### src/rtl/hms_timekeeper.sv
// Single-clock time-of-day core with a one-second tick prescaler, a setup/alarm-set mode FSM,
// field editing, and a timed alarm output. The displayed fields are registered.
module hms_timekeeper #(
  parameter int TICK_DIV  = 50000000,
  parameter int HR_MAX    = 23,
  parameter int ALARM_LEN = 60
) (
  input  logic       clk,
  input  logic       rst,
  input  logic       i_mode_pulse,
  input  logic       i_pos_pulse,
  input  logic       i_inc_pulse,
  input  logic       i_alarm_en,
  output logic [5:0] o_sec,
  output logic [5:0] o_min,
  output logic [5:0] o_hr,
  output logic [1:0] o_mode,
  output logic [1:0] o_position,
  output logic       o_tick,
  output logic       o_alarm
);

  localparam int              CW         = (TICK_DIV > 2) ? $clog2(TICK_DIV) : 1;
  localparam logic [CW-1:0]   PRESC_LAST = CW'(TICK_DIV - 1);
  localparam logic [5:0]      MS_LAST    = 6'd59;
  localparam logic [5:0]      HR_LAST    = 6'(HR_MAX);
  localparam logic [7:0]      ALARM_LOAD = 8'(ALARM_LEN);

  typedef enum logic [1:0] {
    MODE_CLOCK     = 2'd0,
    MODE_SETUP     = 2'd1,
    MODE_ALARM_SET = 2'd2,
    MODE_BAD       = 2'd3
  } mode_t;

  typedef enum logic [1:0] {
    POS_SEC = 2'd0,
    POS_MIN = 2'd1,
    POS_HR  = 2'd2,
    POS_BAD = 2'd3
  } pos_t;

  function automatic logic [5:0] wrap_inc(input logic [5:0] v, input logic [5:0] last);
    return (v == last) ? 6'd0 : v + 6'd1;
  endfunction

  mode_t         mode_q, mode_d;
  pos_t          pos_q, pos_d;
  logic [CW-1:0] presc_q, presc_d;
  logic [5:0]    sec_q, min_q, hr_q, sec_d, min_d, hr_d;
  logic [5:0]    al_sec_q, al_min_q, al_hr_q, al_sec_d, al_min_d, al_hr_d;
  logic          alarm_q, alarm_d;
  logic [7:0]    dur_q, dur_d;
  logic [5:0]    disp_sec, disp_min, disp_hr;
  logic          tick, running, editing, pos_adv, inc_ok, match;

  assign tick       = (presc_q == PRESC_LAST);
  assign running    = (mode_q == MODE_CLOCK) || (mode_q == MODE_ALARM_SET);
  assign editing    = (mode_q == MODE_SETUP) || (mode_q == MODE_ALARM_SET);
  assign pos_adv    = !i_mode_pulse && i_pos_pulse && editing;
  assign inc_ok     = !i_mode_pulse && !i_pos_pulse && i_inc_pulse && editing;
  assign o_tick     = tick;
  assign o_mode     = mode_q;
  assign o_position = pos_q;
  assign o_alarm    = alarm_q;

  always_comb begin
    mode_d   = mode_q;
    pos_d    = pos_q;
    presc_d  = tick ? '0 : presc_q + CW'(1);
    sec_d    = sec_q;
    min_d    = min_q;
    hr_d     = hr_q;
    al_sec_d = al_sec_q;
    al_min_d = al_min_q;
    al_hr_d  = al_hr_q;
    alarm_d  = alarm_q;
    dur_d    = dur_q;
    match    = 1'b0;

    case (mode_q)
      MODE_CLOCK:     if (i_mode_pulse) mode_d = MODE_SETUP;
      MODE_SETUP:     if (i_mode_pulse) mode_d = MODE_ALARM_SET;
      MODE_ALARM_SET: if (i_mode_pulse) mode_d = MODE_CLOCK;
      default:        mode_d = MODE_CLOCK;
    endcase

    if (mode_d != mode_q) begin
      pos_d = POS_SEC;
    end else if (pos_q == POS_BAD) begin
      pos_d = POS_SEC;
    end else if (pos_adv) begin
      case (pos_q)
        POS_SEC: pos_d = POS_MIN;
        POS_MIN: pos_d = POS_HR;
        default: pos_d = POS_SEC;
      endcase
    end

    // Restart the second on re-entry to CLOCK so the first second is full length.
    if (mode_d == MODE_CLOCK && mode_q != MODE_CLOCK) presc_d = '0;

    if (tick && running) begin
      sec_d = wrap_inc(sec_q, MS_LAST);
      if (sec_q == MS_LAST) begin
        min_d = wrap_inc(min_q, MS_LAST);
        if (min_q == MS_LAST) hr_d = wrap_inc(hr_q, HR_LAST);
      end
    end

    if (inc_ok && mode_q == MODE_SETUP) begin
      case (pos_q)
        POS_SEC: sec_d = wrap_inc(sec_q, MS_LAST);
        POS_MIN: min_d = wrap_inc(min_q, MS_LAST);
        POS_HR:  hr_d  = wrap_inc(hr_q, HR_LAST);
        default: ;
      endcase
    end

    if (inc_ok && mode_q == MODE_ALARM_SET) begin
      case (pos_q)
        POS_SEC: al_sec_d = wrap_inc(al_sec_q, MS_LAST);
        POS_MIN: al_min_d = wrap_inc(al_min_q, MS_LAST);
        POS_HR:  al_hr_d  = wrap_inc(al_hr_q, HR_LAST);
        default: ;
      endcase
    end

    // Only tick-driven advances can match; edits in SETUP never raise the alarm.
    match = tick && running && i_alarm_en &&
            ({hr_d, min_d, sec_d} == {al_hr_q, al_min_q, al_sec_q});

    if (alarm_q && tick) begin
      dur_d   = (dur_q == 8'd0) ? 8'd0 : dur_q - 8'd1;
      alarm_d = (dur_d != 8'd0);
    end
    if (match) begin
      alarm_d = 1'b1;
      dur_d   = ALARM_LOAD;
    end
    if (!i_alarm_en || i_mode_pulse) begin
      alarm_d = 1'b0;
      dur_d   = 8'd0;
    end

    disp_sec = (mode_d == MODE_ALARM_SET) ? al_sec_d : sec_d;
    disp_min = (mode_d == MODE_ALARM_SET) ? al_min_d : min_d;
    disp_hr  = (mode_d == MODE_ALARM_SET) ? al_hr_d  : hr_d;
  end

  always_ff @(posedge clk or posedge rst) begin
    if (rst) begin
      mode_q   <= MODE_CLOCK;
      pos_q    <= POS_SEC;
      presc_q  <= '0;
      sec_q    <= 6'd0;
      min_q    <= 6'd0;
      hr_q     <= 6'd0;
      al_sec_q <= 6'd0;
      al_min_q <= 6'd0;
      al_hr_q  <= 6'd0;
      alarm_q  <= 1'b0;
      dur_q    <= 8'd0;
      o_sec    <= 6'd0;
      o_min    <= 6'd0;
      o_hr     <= 6'd0;
    end else begin
      mode_q   <= mode_d;
      pos_q    <= pos_d;
      presc_q  <= presc_d;
      sec_q    <= sec_d;
      min_q    <= min_d;
      hr_q     <= hr_d;
      al_sec_q <= al_sec_d;
      al_min_q <= al_min_d;
      al_hr_q  <= al_hr_d;
      alarm_q  <= alarm_d;
      dur_q    <= dur_d;
      o_sec    <= disp_sec;
      o_min    <= disp_min;
      o_hr     <= disp_hr;
    end
  end

endmodule

### config.mk
export PLATFORM = sky130hd
export DESIGN_NAME = hms_timekeeper
export DESIGN_NICKNAME = d
export VERILOG_FILES = /design/src/rtl/hms_timekeeper.sv
export SDC_FILE = /design/constraint.sdc
export NUM_CORES = 1
export LEC_CHECK = 0
export ABC_AREA = 0
export CELL_PAD_IN_SITES_DETAIL_PLACEMENT = 1
export CELL_PAD_IN_SITES_GLOBAL_PLACEMENT = 2
export CORE_UTILIZATION = 30
export CTS_BUF_LIST = sky130_fd_sc_hd__clkbuf_8
export CTS_CLUSTER_DIAMETER = 100
export DETAILED_ROUTE_END_ITERATION = 8
export PLACE_DENSITY_LB_ADDON = 0.2
export SETUP_SLACK_MARGIN = 0.15
export SLEW_MARGIN = 15
export SYNTH_ARGS = -nofsm -noshare
export SYNTH_HDL_FRONTEND = slang
export SYNTH_SLANG_ARGS = --single-unit
export TNS_END_PERCENT = 50
### constraint.sdc
create_clock -name clk -period 6.5 [get_ports clk]
set_input_delay 1.3 -clock clk [delete_from_list [all_inputs] [get_ports clk]]
set_output_delay 1.3 -clock clk [all_outputs]
set_load 0.1 [all_outputs]
==> metrics.txt <==
status complete, but fails checks; failing checks design-rule violations; final WL 15.7 mm; leakage 2.57 nW; initial DRC count 266; CTS H-tree lvls 3; cts bufs inserted 9; Slew HR 34.4%; Cell Pwr Density 272 mW/mm²; initial core utilization 30.8%; hold_buf cts 0; Nets 641; pre-CTS WS 1.32 ns; FF-to-FF End dur_q[6]; DRT Pass-1 Iters 6; multi-input logic area 0.00304 mm²; antenna viol nets, final 0; PortBufs 29; Crit path largest cell delay 0.61 ns; worst r2r src o_mode[0]; Final Cycle Share 73.3%; synth top area cells dfrtp_1 42%, nor2_1 4.9%, mux2_2 4.6%; worst hold-check path type reg -> reg; critical path peak fanout 12; top cell type's share of synthesized area 41.6%; Seq/Total Area, Yosys 41.6%; Worst-path clk slew 0.09 ns; Post-Syn Instances 608; post-CTS sizing 0; clock sink count 93; Internal Pwr Total 0.969 mW; Avg Cell Area, Syn 9.20 µm²; Max VDD drop 0.269 mV; CTS tree yes; Hold Crit Depth 1; Clock Skews 0.0123 ns; I/O pins 30; most common cell after layout, fill and taps aside dfrtp_1; gpl congestion 0.815; vias in the first global route 4804; DRC errors left 6; Fmax 0.210 GHz; most frequent cells in the layout 93 x dfrtp_1, 73 x nor2_1, 63 x nand2_1, 30 x nor3_1, 29 x clkdlybuf4s50_1; area of the mapped netlist 0.00559 mm²; fillcell total 2103; # placed instances 841; clk root buf clkbuf_8; Core Rows 49; Psw 0.718 mW; Longest Clk Path Bufs 2; Post-CTS Setup Inserts 0; first-pass GRT wire length 26.2 mm; hold_sp presc_q[0]; GRT Util Overall 17.4%; Final min period 4.77 ns; Switching Share 42.6%; Worst-Skew Late Latency 0.37 ns; Post-synth EDFFs 0; Final Hold Fails 0; synth unique cells 75; grt total ovfl 0; Yosys top cell by area dfrtp_1; combinational share of power 36.7%; CP Launch Type primary input; Final Setup Violations 0; initial antenna violation count 1; Fin Setup TNS 0 ns; largest net degree at the start of global routing 56; Clk pwr share 21.6%; Die W 139 µm; CP cell instances clkdlybuf4s50_1 -> nand4bb_1 -> nor3_1 -> o21ai_0 -> a22o_1 -> or4_1 -> or4_1 -> o31ai_1 -> nor2_1; endpoint type of the worst setup path register; Post-Layout Cell Count 857; hold endpoint presc_q[0]; die span in y 139 µm; area delta synth->final 10.8%; HPWL Detailed 11.8 mm; Flop pwr share 41.7%; n_diodes 0; share of cells above drive strength 1 10.4%; ys async rst share 100%; most used cell, CP or4_1; Die Area 0.0192 mm²; flip-flop and latch count after synthesis 93; Reg2Reg Setup Slack 2.48 ns; Primary FF master, synth dfrtp_1; Core Area 0.0181 mm²; final slew viol count 0; Slew @ Worst Pin 0.981 ns; Crit Path Class in -> reg; YS warnings 0; Arrival @ worst endpoint 5.01 ns; drt wl/cell 18.3 µm; Sequential Area 0.00233 mm²; RSZ-0062 raised after global routing false; Final Power 1.69 mW; CP required 6.75 ns; Setup WS post-layout 1.73 ns; number of max-cap violations 0; synthesized net count 626; fin util 34.1%; CP max-delay cell clkdlybuf4s50_1; FF-to-FF path depth 10; Via density 5.31; total number of vias 4553
## worst max path at each step
stage / to / start / cells past startpoint / slack, ns
final: dur_q[6] / i_mode_pulse / 9 / 1.73
after global routing: dur_q[1] / i_mode_pulse / 10 / 1.43
after CTS: dur_q[6] / i_mode_pulse / 9 / 1.74
after detailed placement: dur_q[6] / i_mode_pulse / 9 / 1.32
after global placement: dur_q[0] / i_mode_pulse / 10 / 1.57
after floorplan: o_tick / presc_q[2] / 3 / 2.22
## logic make-up after synthesis
| group | after synthesis | synth area share, % |
|---|---|---|
| xor gates and xnor gates | 45 | 7.05 |
| muxes | 27 | 5.35 |
| DFF | 93 | 41.6 |
| adders and majority gates | 13 | 2.86 |
| and+or+nand+nor | 286 | 27.0 |
| AOI/OAI and AO/OA | 102 | 12.1 |
| buffers and inverters | 42 | 4.00 |
## cells in the mapped netlist (all sizes together), types with 16 or more instances
cell     n
a21oi   19
clkbuf  16
dfrtp   93
inv     16
mux2    23
nand2   63
nand3   26
nand4   19
nor2    74
nor3    30
o21ai   27
xnor2   19
xor2    26
## power groups by stage
| stage | combinational, mW | clock, mW | sequential [mW] |
|---|---|---|---|
| after floorplan | 0.294 | 0 | 0.891 |
| after global placement | 0.620 | 0 | 0.712 |
| after detailed placement | 0.627 | 0 | 0.716 |
| after CTS | 0.630 | 0.382 | 0.705 |
| after global routing | 0.667 | 0.408 | 0.715 |
| final | 0.620 | 0.364 | 0.703 |
## layer usage
layer | global-route usage (%) | vias up | share of wire, %
met3 | 2.76 | 7 | 2.2
met4 | 5.62 | 0 | 0.88
met2 | 27.8 | 50 | 47
met1 | 24.1 | 2294 | 50
met5 | 0 | - | 0
li1 | - | 2202 | -
## sequential cells by signal (all words and copies together), names as in the netlist, 6 cells and up
register and count:
al_hr_q 6, al_min_q 6, al_sec_q 6, dur_q 8
hr_q 6, min_q 6, o_hr 6, o_min 6
o_sec 6, presc_q 26, sec_q 6
## cell type report
cell class / instances / share of cell area (%)
multi-input cells: 473 / 49.1
flip-flops and latches: 93 / 37.6
repair buffers: 30 / 4.81
well taps: 229 / 4.63
clock buffers: 11 / 2.44
inverters: 16 / 1.01
clock inverters: 5 / 0.444
## critical path: cells and delay by family
kind	cells	cell delay [ns]
AO/OA/AOI/OAI	3	1.04
buffers and inverters	1	0.61
AND/OR/NAND/NOR	5	2.05
## through the flow
step / instance area (µm²) / hold slack [ns]
global route: 6190 / 0.581
floorplan: 5590 / 0.476
global placement: 6020 / 0.512
detailed placement: 6020 / 0.521
finish: 6190 / 0.541
CTS: 6190 / 0.544
No activity file was read; power rests on OpenSTA's default activity.
